[src/rtl/ssd_scan_driver.sv]
// Multiplexed seven-segment scan driver: per-digit dwell with anti-ghosting dead time,
// decimal points, digit enables, leading-zero blanking and frame-coherent input snapshots.
module ssd_scan_driver #(
    parameter  int NUM_DIGITS  = 8,
    parameter  int SCAN_PERIOD = 262144,
    parameter  int DEAD_CYCLES = 1024,
    localparam int IDX_W       = (NUM_DIGITS > 1) ? $clog2(NUM_DIGITS) : 1,
    localparam int CNT_W       = $clog2(SCAN_PERIOD)
) (
    input  logic                    clk,
    input  logic                    rst,
    input  logic [4*NUM_DIGITS-1:0] digits,
    input  logic [NUM_DIGITS-1:0]   dp_en,
    input  logic [NUM_DIGITS-1:0]   digit_en,
    input  logic                    lz_en,
    output logic [NUM_DIGITS-1:0]   an,
    output logic [7:0]              cathodes,
    output logic [IDX_W-1:0]        scan_idx,
    output logic                    frame_done
);

    // Segment pattern abcdefg, active-low.
    function automatic logic [6:0] glyph(input logic [3:0] nib);
        logic [6:0] seg;
        case (nib)
            4'h0:    seg = 7'b0000001;
            4'h1:    seg = 7'b1001111;
            4'h2:    seg = 7'b0010010;
            4'h3:    seg = 7'b0000110;
            4'h4:    seg = 7'b1001100;
            4'h5:    seg = 7'b0100100;
            4'h6:    seg = 7'b0100000;
            4'h7:    seg = 7'b0001111;
            4'h8:    seg = 7'b0000000;
            4'h9:    seg = 7'b0000100;
            4'hA:    seg = 7'b0001000;
            4'hB:    seg = 7'b1100000;
            4'hC:    seg = 7'b0110001;
            4'hD:    seg = 7'b1000010;
            4'hE:    seg = 7'b0110000;
            default: seg = 7'b0111000;
        endcase
        return seg;
    endfunction

    logic [CNT_W-1:0]        cnt;
    logic [IDX_W-1:0]        idx;
    logic                    first;
    logic [4*NUM_DIGITS-1:0] snap_digits;
    logic [NUM_DIGITS-1:0]   snap_dp;
    logic [NUM_DIGITS-1:0]   snap_en;
    logic                    snap_lz;

    logic                    slot_end;
    logic                    frame_end;
    logic [IDX_W-1:0]        hi;
    logic [3:0]              nib;
    logic                    lz_blank;
    logic                    lit;
    logic [NUM_DIGITS-1:0]   an_next;
    logic [7:0]              cath_next;

    assign slot_end  = (cnt == CNT_W'(SCAN_PERIOD - 1));
    assign frame_end = slot_end && (idx == IDX_W'(NUM_DIGITS - 1));
    assign scan_idx  = idx;

    // Highest nonzero digit of the frozen frame sets the leading-zero boundary.
    always_comb begin
        hi = '0;
        for (int i = 0; i < NUM_DIGITS; i++) begin
            if (snap_digits[4*i +: 4] != 4'h0) begin
                hi = IDX_W'(i);
            end
        end
    end

    always_comb begin
        nib       = snap_digits[{idx, 2'b00} +: 4];
        lz_blank  = snap_lz && (idx > hi);
        lit       = (cnt >= CNT_W'(DEAD_CYCLES)) && snap_en[idx] && !lz_blank;
        an_next   = '1;
        cath_next = 8'hFF;
        if (lit) begin
            an_next   = ~(NUM_DIGITS'(1) << idx);
            cath_next = {glyph(nib), ~snap_dp[idx]};
        end
    end

    // Inputs are frozen only at the first post-reset edge and at frame wraps,
    // so a frame never shows a mix of old and new values.
    always_ff @(posedge clk) begin
        if (rst) begin
            cnt         <= '0;
            idx         <= '0;
            first       <= 1'b1;
            snap_digits <= '0;
            snap_dp     <= '0;
            snap_en     <= '0;
            snap_lz     <= 1'b0;
            an          <= '1;
            cathodes    <= 8'hFF;
            frame_done  <= 1'b0;
        end else begin
            first <= 1'b0;
            if (first || frame_end) begin
                snap_digits <= digits;
                snap_dp     <= dp_en;
                snap_en     <= digit_en;
                snap_lz     <= lz_en;
            end
            an         <= an_next;
            cathodes   <= cath_next;
            frame_done <= frame_end;
            if (slot_end) begin
                cnt <= '0;
                idx <= (idx == IDX_W'(NUM_DIGITS - 1)) ? '0 : idx + 1'b1;
            end else begin
                cnt <= cnt + 1'b1;
            end
        end
    end

endmodule

[config.mk]
export PLATFORM = sky130hd
export DESIGN_NAME = ssd_scan_driver
export DESIGN_NICKNAME = d
export VERILOG_FILES = /design/src/rtl/ssd_scan_driver.sv
export SDC_FILE = /design/constraint.sdc
export NUM_CORES = 1
export LEC_CHECK = 0
export CAP_MARGIN = 0
export CELL_PAD_IN_SITES_DETAIL_PLACEMENT = 2
export CELL_PAD_IN_SITES_GLOBAL_PLACEMENT = 2
export CORE_ASPECT_RATIO = 2
export CORE_MARGIN = 1.5
export CORE_UTILIZATION = 39
export CTS_BUF_LIST = sky130_fd_sc_hd__clkbuf_4
export CTS_CLUSTER_SIZE = 16
export DETAILED_ROUTE_END_ITERATION = 8
export DONT_BUFFER_PORTS = 1
export PLACE_DENSITY = 0.9
export SKIP_CTS_REPAIR_TIMING = 1
export SLEW_MARGIN = 15
export SYNTH_ARGS = -nofsm -noshare
export SYNTH_HDL_FRONTEND = slang
export SYNTH_SLANG_ARGS = --single-unit
[constraint.sdc]
create_clock -name clk -period 3.3 [get_ports clk]
set_clock_uncertainty 0.2 [all_clocks]
set_input_delay 0.33 -clock clk [delete_from_list [all_inputs] [get_ports clk]]
set_output_delay 0.33 -clock clk [all_outputs]
set_load 0.01 [all_outputs]
# Word level (Yosys, flattened, before mapping)
# Memories as Yosys holds them, arrays and structs flattened. A register that Yosys moved wholly into a read port is not among the register bits.
# Index checks and enable logic that the tools add are counted.
# word_totals
regBits	88
rom_bits	112
output_inout_bits	20
mem_count	1
# op_classes
order_cmp	3
eq_ne	2
bitwise	3
reduce_logical	15
shift	2
n_addsub	2
n_mux	13
# memory_table
memory	words	width	read_ports	rd_ports_with_merged_regs	write_ports	line	source
(name not given)	16	7	1	1	0	25	case (nib)
# op_table
operator	count
$shiftx A32 B6 Y4	1
$reduce_bool A4 Y1	7
$mux W3	7
$add A18 B1 Y18 const B	1
$eq A18 B18 Y1 const B	1
$ge A18 B11 Y1 const B	1
$not A8 Y8	1
$shl A1 B3 Y8 const A	1
$bmux W1 S3	2
$logic_and A1 B1 Y1	4
$lt A3 B4 Y1 const B	1
$mux W1	4
$reduce_or A2 Y1	2
$add A3 B1 Y3 const B	1
$eq A3 B3 Y1 const B	1
$gt A3 B3 Y1	1
$not A1 Y1	2
$logic_not A1 Y1	1
$logic_or A1 B1 Y1	1

# Longest topological paths before layout
# Gate-level depths: netlist of the first run.
# depth
word_depth	14
ltp_mapped	13
depth_no_buf	11

# Worst setup path after synthesis of the first run
# No wires, ideal clock.
# synth_path
path_type	register to register
startpoint	register idx[0] (netlist: scan_idx[0])
endpoint	register cathodes[4]
t_arrival_ns	2.428
stages_incl_launch_ff	10
path_slack_ns	0.557
synth_period_minus_slack_ns	2.743
cell_sequence	dfxtp_1 buf_6 buf_4 mux4_2 mux2i_1 inv_1 ha_1 mux2_2 mux2i_1 nand2_1
# synth_via
elab_chain_cells	6
word_cells_on_any_way	10
cone_classes	1 x order compare; 1 x shift; 2 x mux; 1 x bitwise; 5 x reduce/logical
# synth_rtl
item	line	source
start, declared	47	logic [IDX_W-1:0] idx;
start signal, assigned	116	idx <= (idx == IDX_W'(NUM_DIGITS - 1)) ? '0 : idx + 1'b1;
$bmux W1 S3 or $gt A3 B3 Y1 (tied branches)	80, 79	
$mux W1 (not written as such) or $logic_and A1 B1 Y1 (tied branches)	80, 79	
$logic_and A1 B1 Y1 or $logic_not A1 Y1 (tied branches)	80	lit = (cnt >= CNT_W'(DEAD_CYCLES)) && snap_en[idx] && !lz_blank;
$logic_and A1 B1 Y1	80	
$not A1 Y1 (no source line)	n/a	
$reduce_or A2 Y1 (no source line)	n/a	
end, declared	17	output logic [7:0] cathodes,
# Several ways; a longest one is shown, not always the timed one. The select of a mux whose other input is x is not followed.
# A chain may end at the register's enable or synchronous reset.

# Worst setup path after layout of the first run
# layout_path
startpoint	register snap_digits[21]
endpoint	register cathodes[5]
# layout_via
elab_chain_cells	10
word_cells_on_any_way	11
cone_classes	1 x order compare; 1 x shift; 3 x mux; 1 x bitwise; 5 x reduce/logical
# layout_rtl
item	line	source
start, declared	49	logic [4*NUM_DIGITS-1:0] snap_digits;
start signal, assigned	106	snap_digits <= digits;
$reduce_bool A4 Y1	71	if (snap_digits[4*i +: 4] != 4'h0) begin
$mux W3 (3 in a row)	71	
$gt A3 B3 Y1	79	lz_blank = snap_lz && (idx > hi);
$logic_and A1 B1 Y1	79	
$logic_not A1 Y1	80	
$logic_and A1 B1 Y1	80	
$not A1 Y1 (no source line)	n/a	
$reduce_or A2 Y1 (no source line)	n/a	
# Several ways; a longest one is shown, not always the timed one.

==> results of run 1 <==
==> through the flow <==
stage | hold slack [ps] | cells | total power [uW]
detailed placement | 167 | 555 | 1310
CTS | -354 | 571 | 1930
floorplan | 158 | 443 | 1260
global placement | 168 | 555 | 1290
global route | 3.66 | 623 | 2080
finish | 6.56 | 623 | 2000
==> cell type report <==
| type | count | share of cell area (%) |
|---|---|---|
| multi-input cells | 317 | 42.6 |
| inverters | 12 | 0.963 |
| clock buffers | 9 | 1.45 |
| well taps | 132 | 3.53 |
| diodes | 1 | 0.0535 |
| clock inverters | 7 | 1.47 |
| flip-flops and latches | 88 | 37.7 |
| repair buffers | 57 | 12.3 |
==> synthesized netlist by cell type, types with 2 or more instances <==
library cell / number
inv_1: 11
nor2_1: 30
o211ai_1: 3
clkbuf_1: 11
buf_2: 10
nor4_1: 8
mux4_1: 5
mux2_2: 2
xnor2_1: 8
nor3_1: 4
nand2b_1: 2
mux2i_1: 7
nand3_1: 17
mux4_2: 7
a21oi_1: 53
buf_4: 3
xor2_1: 7
o21ai_0: 2
buf_6: 2
dfxtp_1: 88
nand2_1: 120
ha_1: 17
and3_1: 5
==> state kept, by name (all words and copies together) (netlist names) <==
name         count
cathodes         8
frame_done       1
scan_idx         3
snap_dp          8
snap_lz          1
snap_en          8
cnt             18
first            1
an               8
snap_digits     32
==> power breakdown <==
part	internal, uW	total, uW	leakage (uW)	switching (uW)
Clock	181	638	0.0000773	458
Sequential	1100	1130	0.000720	33.6
Combinational	105	223	0.00105	118
==> layer usage <==
| metal | up-vias | part of all wire (%) | GRT usage [%] |
|---|---|---|---|
| met1 | 1663 | 36 | 21.8 |
| met5 | - | 0 | 0 |
| li1 | 1579 | - | - |
| met4 | 0 | 2.9 | 9.36 |
| met3 | 26 | 2.6 | 3.46 |
| met2 | 72 | 58 | 41.5 |
==> layout by cell type (no fill, tap or decap), types with 4 or more instances in the layout <==
| cell | synthesis | layout |
|---|---|---|
| mux2i_1 | 7 | 7 |
| nand2_1 | 120 | 120 |
| xnor2_1 | 8 | 8 |
| nand3_1 | 17 | 17 |
| clkbuf_4 | 0 | 9 |
| dlygate4sd3_1 | 0 | 50 |
| dfxtp_1 | 88 | 88 |
| and3_1 | 5 | 4 |
| ha_1 | 17 | 17 |
| nor3_1 | 4 | 4 |
| inv_1 | 11 | 11 |
| nor2_1 | 30 | 30 |
| buf_4 | 3 | 6 |
| xor2_1 | 7 | 7 |
| mux4_1 | 5 | 5 |
| mux4_2 | 7 | 7 |
| nor4_1 | 8 | 8 |
| a21oi_1 | 53 | 53 |
==> critical path, stage by stage, from the launching register on <==
cell and delay, ps:
dfxtp_1 390, or4_1 530, nand2b_1 180, a21oi_1 160
nor2_1 70, ha_1 310, nor2b_1 150, o21a_1 160
o211ai_1 150, and3_2 400, o311ai_0 180
==> worst paths after layout <==
kind                 endpoint  depth (start not counted)
setup reg to reg  cathodes[5]                         10
hold / removal         cnt[7]                          2
hold reg to reg    snap_en[5]                          2
setup / recovery  cathodes[5]                         10
==> cell families after synthesis <==
logic type,share of synthesized area [%]
XOR/XNOR,3.36
adder cells (fa/ha/maj),5.43
AND/OR/NAND/NOR,21.5
buffers and inverters,4.63
multiplexers,10.3
AO/OA/AOI/OAI,9.72
flip-flops,45.0
==> out/metrics.yaml, run 1 <==
status: "finished, final reports clean"
setup-violations-final: 0
rsz0062_at_grt: "no"
post-route-util_pct: 47.9
fill_cells: 1092
ys_ff_latch: 88
maxCapViolations: 0
htreeDepth: 3
grt_pass1_wl_mm: 17.3
crit_fanout: 16
finalInstanceArea_um2: 4680
fin_ws_ps: 291
wl_mm: 13.0
tightestPinTransition_ps: 725
fin_crit_sh_pct: 91.2
drt-initial-drc-count: 131
ff2ff_setup_slack_ps: 290
synthCells: 443
ir_drop_mv: 0.322
antenna_found_initial: 1
netlist_area_um2: 3920
multiInputGateArea_um2: 1990
crit_start: "snap_digits[21]"
initial_core_util_pct: 40.1
via_per_inst: 5.36
syn_avg_cell_area_um2: 8.84
min-delay-start: "rst"
place_area_um2: 4010
hold_class: "primary input to flip-flop"
power_leakage_uw: 0.00185
vias: 3340
grt-ovfl-total: 0
grt_pass1_vias: 3447
synth_top_area_share_pct: 45.0
wire_per_inst_um: 20.8
area_growth_pct: 19.4
slew_violations: 0
io_pins: 71
seqCellArea_um2: 1760
die_x_um: 73.8
fin_nets: 553
die_area_um2: 10700
clock_path_buffers: 2
hpwl_mm: 7.97
synth-edff-count: 0
dieHeight_um: 145
crit_required_ps: 3440
root_buffer: "clkbuf_4"
period_minus_slack_ps: 3010
arrival_ps: 3150
clkTransAtPathRegs_ps: 170
num_rows: 51
layout-drive-gt1-share_pct: 8.16
grt.total_usage_pct: 21.5
syn-num-nets: 511
first_pass_iters: 4
hold_viol_final: 0
fin_setup_tns_ps: 0
synth_cell_types: 44
cts_sinks: 88
power_density_nw_per_um2: 427
r2r_start: "snap_digits[21]"
synthArstFlopShare_pct: 0
grt_max_degree: 62
path_class: "flip-flop to flip-flop"
synth-warning-count: 0
drc: 0
gp_congestion: 0.798
core_area_um2: 9760
cp-end-kind: "flip-flop"
ys_top_cells_by_area: "dfxtp_1, nand2_1, a21oi_1"
tritoncts: "yes"
max_slew_margin_pct: 51.6
ant_nets: 0
yosysSeqAreaShare_pct: 45.0
synth_top_area_cell: "dfxtp_1"
io_buffers: 0
cp-start-kind: "flip-flop"
max_freq_mhz: 332
clock_latency_ps: 490
synth_flop_cell: "dfxtp_1"
dp_slack_ps: 157
cts-buffers-inserted: 9
(Power assumes the default switching activity.)
==> run 2, diff against run 1 <==
--- a/config.mk
+++ b/config.mk
@@ -9,12 +9,12 @@
 export CELL_PAD_IN_SITES_DETAIL_PLACEMENT = 2
 export CELL_PAD_IN_SITES_GLOBAL_PLACEMENT = 2
 export CORE_ASPECT_RATIO = 2
-export CORE_MARGIN = 1.5
 export CORE_UTILIZATION = 39
 export CTS_BUF_LIST = sky130_fd_sc_hd__clkbuf_4
 export CTS_CLUSTER_SIZE = 16
 export DETAILED_ROUTE_END_ITERATION = 8
 export DONT_BUFFER_PORTS = 1
+export HOLD_SLACK_MARGIN = 0.15
 export PLACE_DENSITY = 0.9
 export SKIP_CTS_REPAIR_TIMING = 1
 export SLEW_MARGIN = 15
==> run 2 against run 1 <==
Against the previous run: sequential cell count stayed put; cell count rose by 0.48%; critical endpoint unchanged; routed wire length is 8.9% higher.
==> out/metrics.yaml, run 2 (synthesis results as in run 1) <==
crit_required_ps: 3440  # about the same
cp-end-kind: "flip-flop"
place_area_um2: 4030  # +0.56%
hold_viol_final: 0  # unchanged
max_slew_margin_pct: 50.7  # -0.92 points
slowest_delay_ps: 550  # +20 ps
initial_core_util_pct: 40.1  # unchanged
maxCapViolations: 0  # unchanged
power_density_nw_per_um2: 425  # -0.30%
status: "finished, final reports clean"
num_rows: 51  # unchanged
slowest_stage: "or4_1"
cp_cell_sequence: "or4_1 > nand2b_1 > a21oi_1 > nor2_1 > ha_1 > nor2b_1 > o21a_1 > o211ai_1 > and3_1 > buf_4 > o311ai_0"
gp_congestion: 0.832  # +4.3%
io_pins: 71  # unchanged
io_buffers: 0  # unchanged
ir_drop_mv: 0.317  # -1.6%
cp-start-kind: "flip-flop"
grt.total_usage_pct: 22.7  # +1.2 points
die_x_um: 72.8  # -1.4%
tightestPinTransition_ps: 733  # +8.00 ps
max_freq_mhz: 330  # -0.84%
largest_reg_flops: 32  # unchanged
fin_setup_tns_ps: 0  # unchanged
core_area_um2: 9760  # unchanged
power_leakage_uw: 0.00186  # +0.73%
drt-initial-drc-count: 113  # -14%
cpLargestDelayFamily: "simple AND/OR/NAND/NOR gates"
via_per_inst: 5.47  # +2.1%
wire_per_inst_um: 22.6  # +8.4%
crit_fanout: 16  # unchanged
layout-drive-gt1-share_pct: 8.32  # +0.15 points
wl_mm: 14.1  # +8.9%
first_pass_iters: 6  # +2
cts-buffers-inserted: 9  # unchanged
fin_nets: 556  # +0.54%
ant_nets: 0  # unchanged
hpwl_mm: 8.06  # +1.2%
dp_slack_ps: 348  # +191 ps
period_minus_slack_ps: 3030  # +25.3 ps
fin_ws_ps: 266  # -25.3 ps
clkTransAtPathRegs_ps: 150  # -20 ps
slew_violations: 0  # unchanged
vias: 3427  # +2.6%
grt-ovfl-total: 0  # unchanged
setup-violations-final: 0  # unchanged
antenna_found_initial: 1  # unchanged
hold_class: "flip-flop to flip-flop"
arrival_ps: 3170  # +20 ps
cp.buffers_inverters: 1  # +1
grt_max_degree: 62  # unchanged
largest-register: "snap_digits"
clock_latency_ps: 480  # about the same
rsz0062_at_grt: "no"
tritoncts: "yes"
grt_pass1_vias: 3522  # +2.2%
layout_common_cells: "nand2_1, dfxtp_1, a21oi_1"
cts_sinks: 88  # unchanged
area_growth_pct: 19.9
finalInstanceArea_um2: 4700  # +0.43%
grt_pass1_wl_mm: 17.5  # +1.4%
dieHeight_um: 144  # -0.69%
top_regs: "snap_digits (32), cnt (18)"
post-route-util_pct: 48.1  # +0.21 points
final_common_cell: "nand2_1"
root_buffer: "clkbuf_4"
die_area_um2: 10500  # -2.0%
whs_ps: 278  # +271 ps
path_class: "flip-flop to flip-flop"
fin_crit_sh_pct: 91.9  # +0.77 points
htreeDepth: 3  # unchanged
clock_path_buffers: 2  # unchanged
drc: 0  # unchanged
## run 2: changes by cell type in the layout (fill, tap and decap cells not counted)
| cell | change |
|---|---|
| clkinv_2 | +2 |
| inv_8 | -3 |
| clkbuf_4 | +1 |
| bufinv_16 | +1 |
| buf_4 | +3 |
| clkinvlp_4 | +1 |
| clkinv_1 | +1 |
| and3_1 | +1 |
| and3_2 | -1 |
| inv_6 | -3 |
## run 2: final cells by class
type                    count  area, um2
clock buffers              10       75.1
clock inverters             6       60.1
well taps                 132        165
repair buffers             60        596
inverters                  12       45.0
multi-input cells         317       1990
flip-flops and latches     88       1760
fillers                  1055       5070
diodes                      1       2.50
## run 2: report_power, final
part | switching [uW] | total, uW | internal, uW | leakage [uW]
sequential | 36.6 | 1140 | 1100 | 0.000720
combinational | 129 | 235 | 106 | 0.00107
clock | 391 | 627 | 236 | 0.0000738
## run 2: final timing paths
path | start | to | slack (ps) | cells past startpoint
max | snap_digits[20] | cathodes[5] | 270 | 11
min | snap_en[7] | snap_en[7] | 280 | 2
max reg2reg | snap_digits[20] | cathodes[5] | 270 | 11
min reg2reg | snap_en[7] | snap_en[7] | 280 | 2
## run 2: per-layer routing
metal | part of all wire [%] | vias to the layer above | wire length (um) | track usage [%]
li1 | - | 1584 | - | -
met1 | 34 | 1704 | 4810 | 21.5
met2 | 59 | 101 | 8330 | 44.9
met3 | 2.8 | 38 | 393 | 4.77
met4 | 4.3 | 0 | 612 | 9.91
met5 | 0 | - | 0 | 0
## run 2: through the flow
step | instances | total power (uW)
after floorplan | 443 | 1260
after global placement | 558 | 1290
after detailed placement | 558 | 1310
after CTS | 574 | 1910
after global routing | 626 | 2080
final | 626 | 2000
## run 2: tightest hold or removal path: cells and delay by family, from the launching register on
| kind | cells | cell delay (ps) |
|---|---|---|
| and+or+nand+nor | 1 | 60 |
| DFF | 1 | 350 |
| AOI/OAI and AO/OA | 1 | 50 |
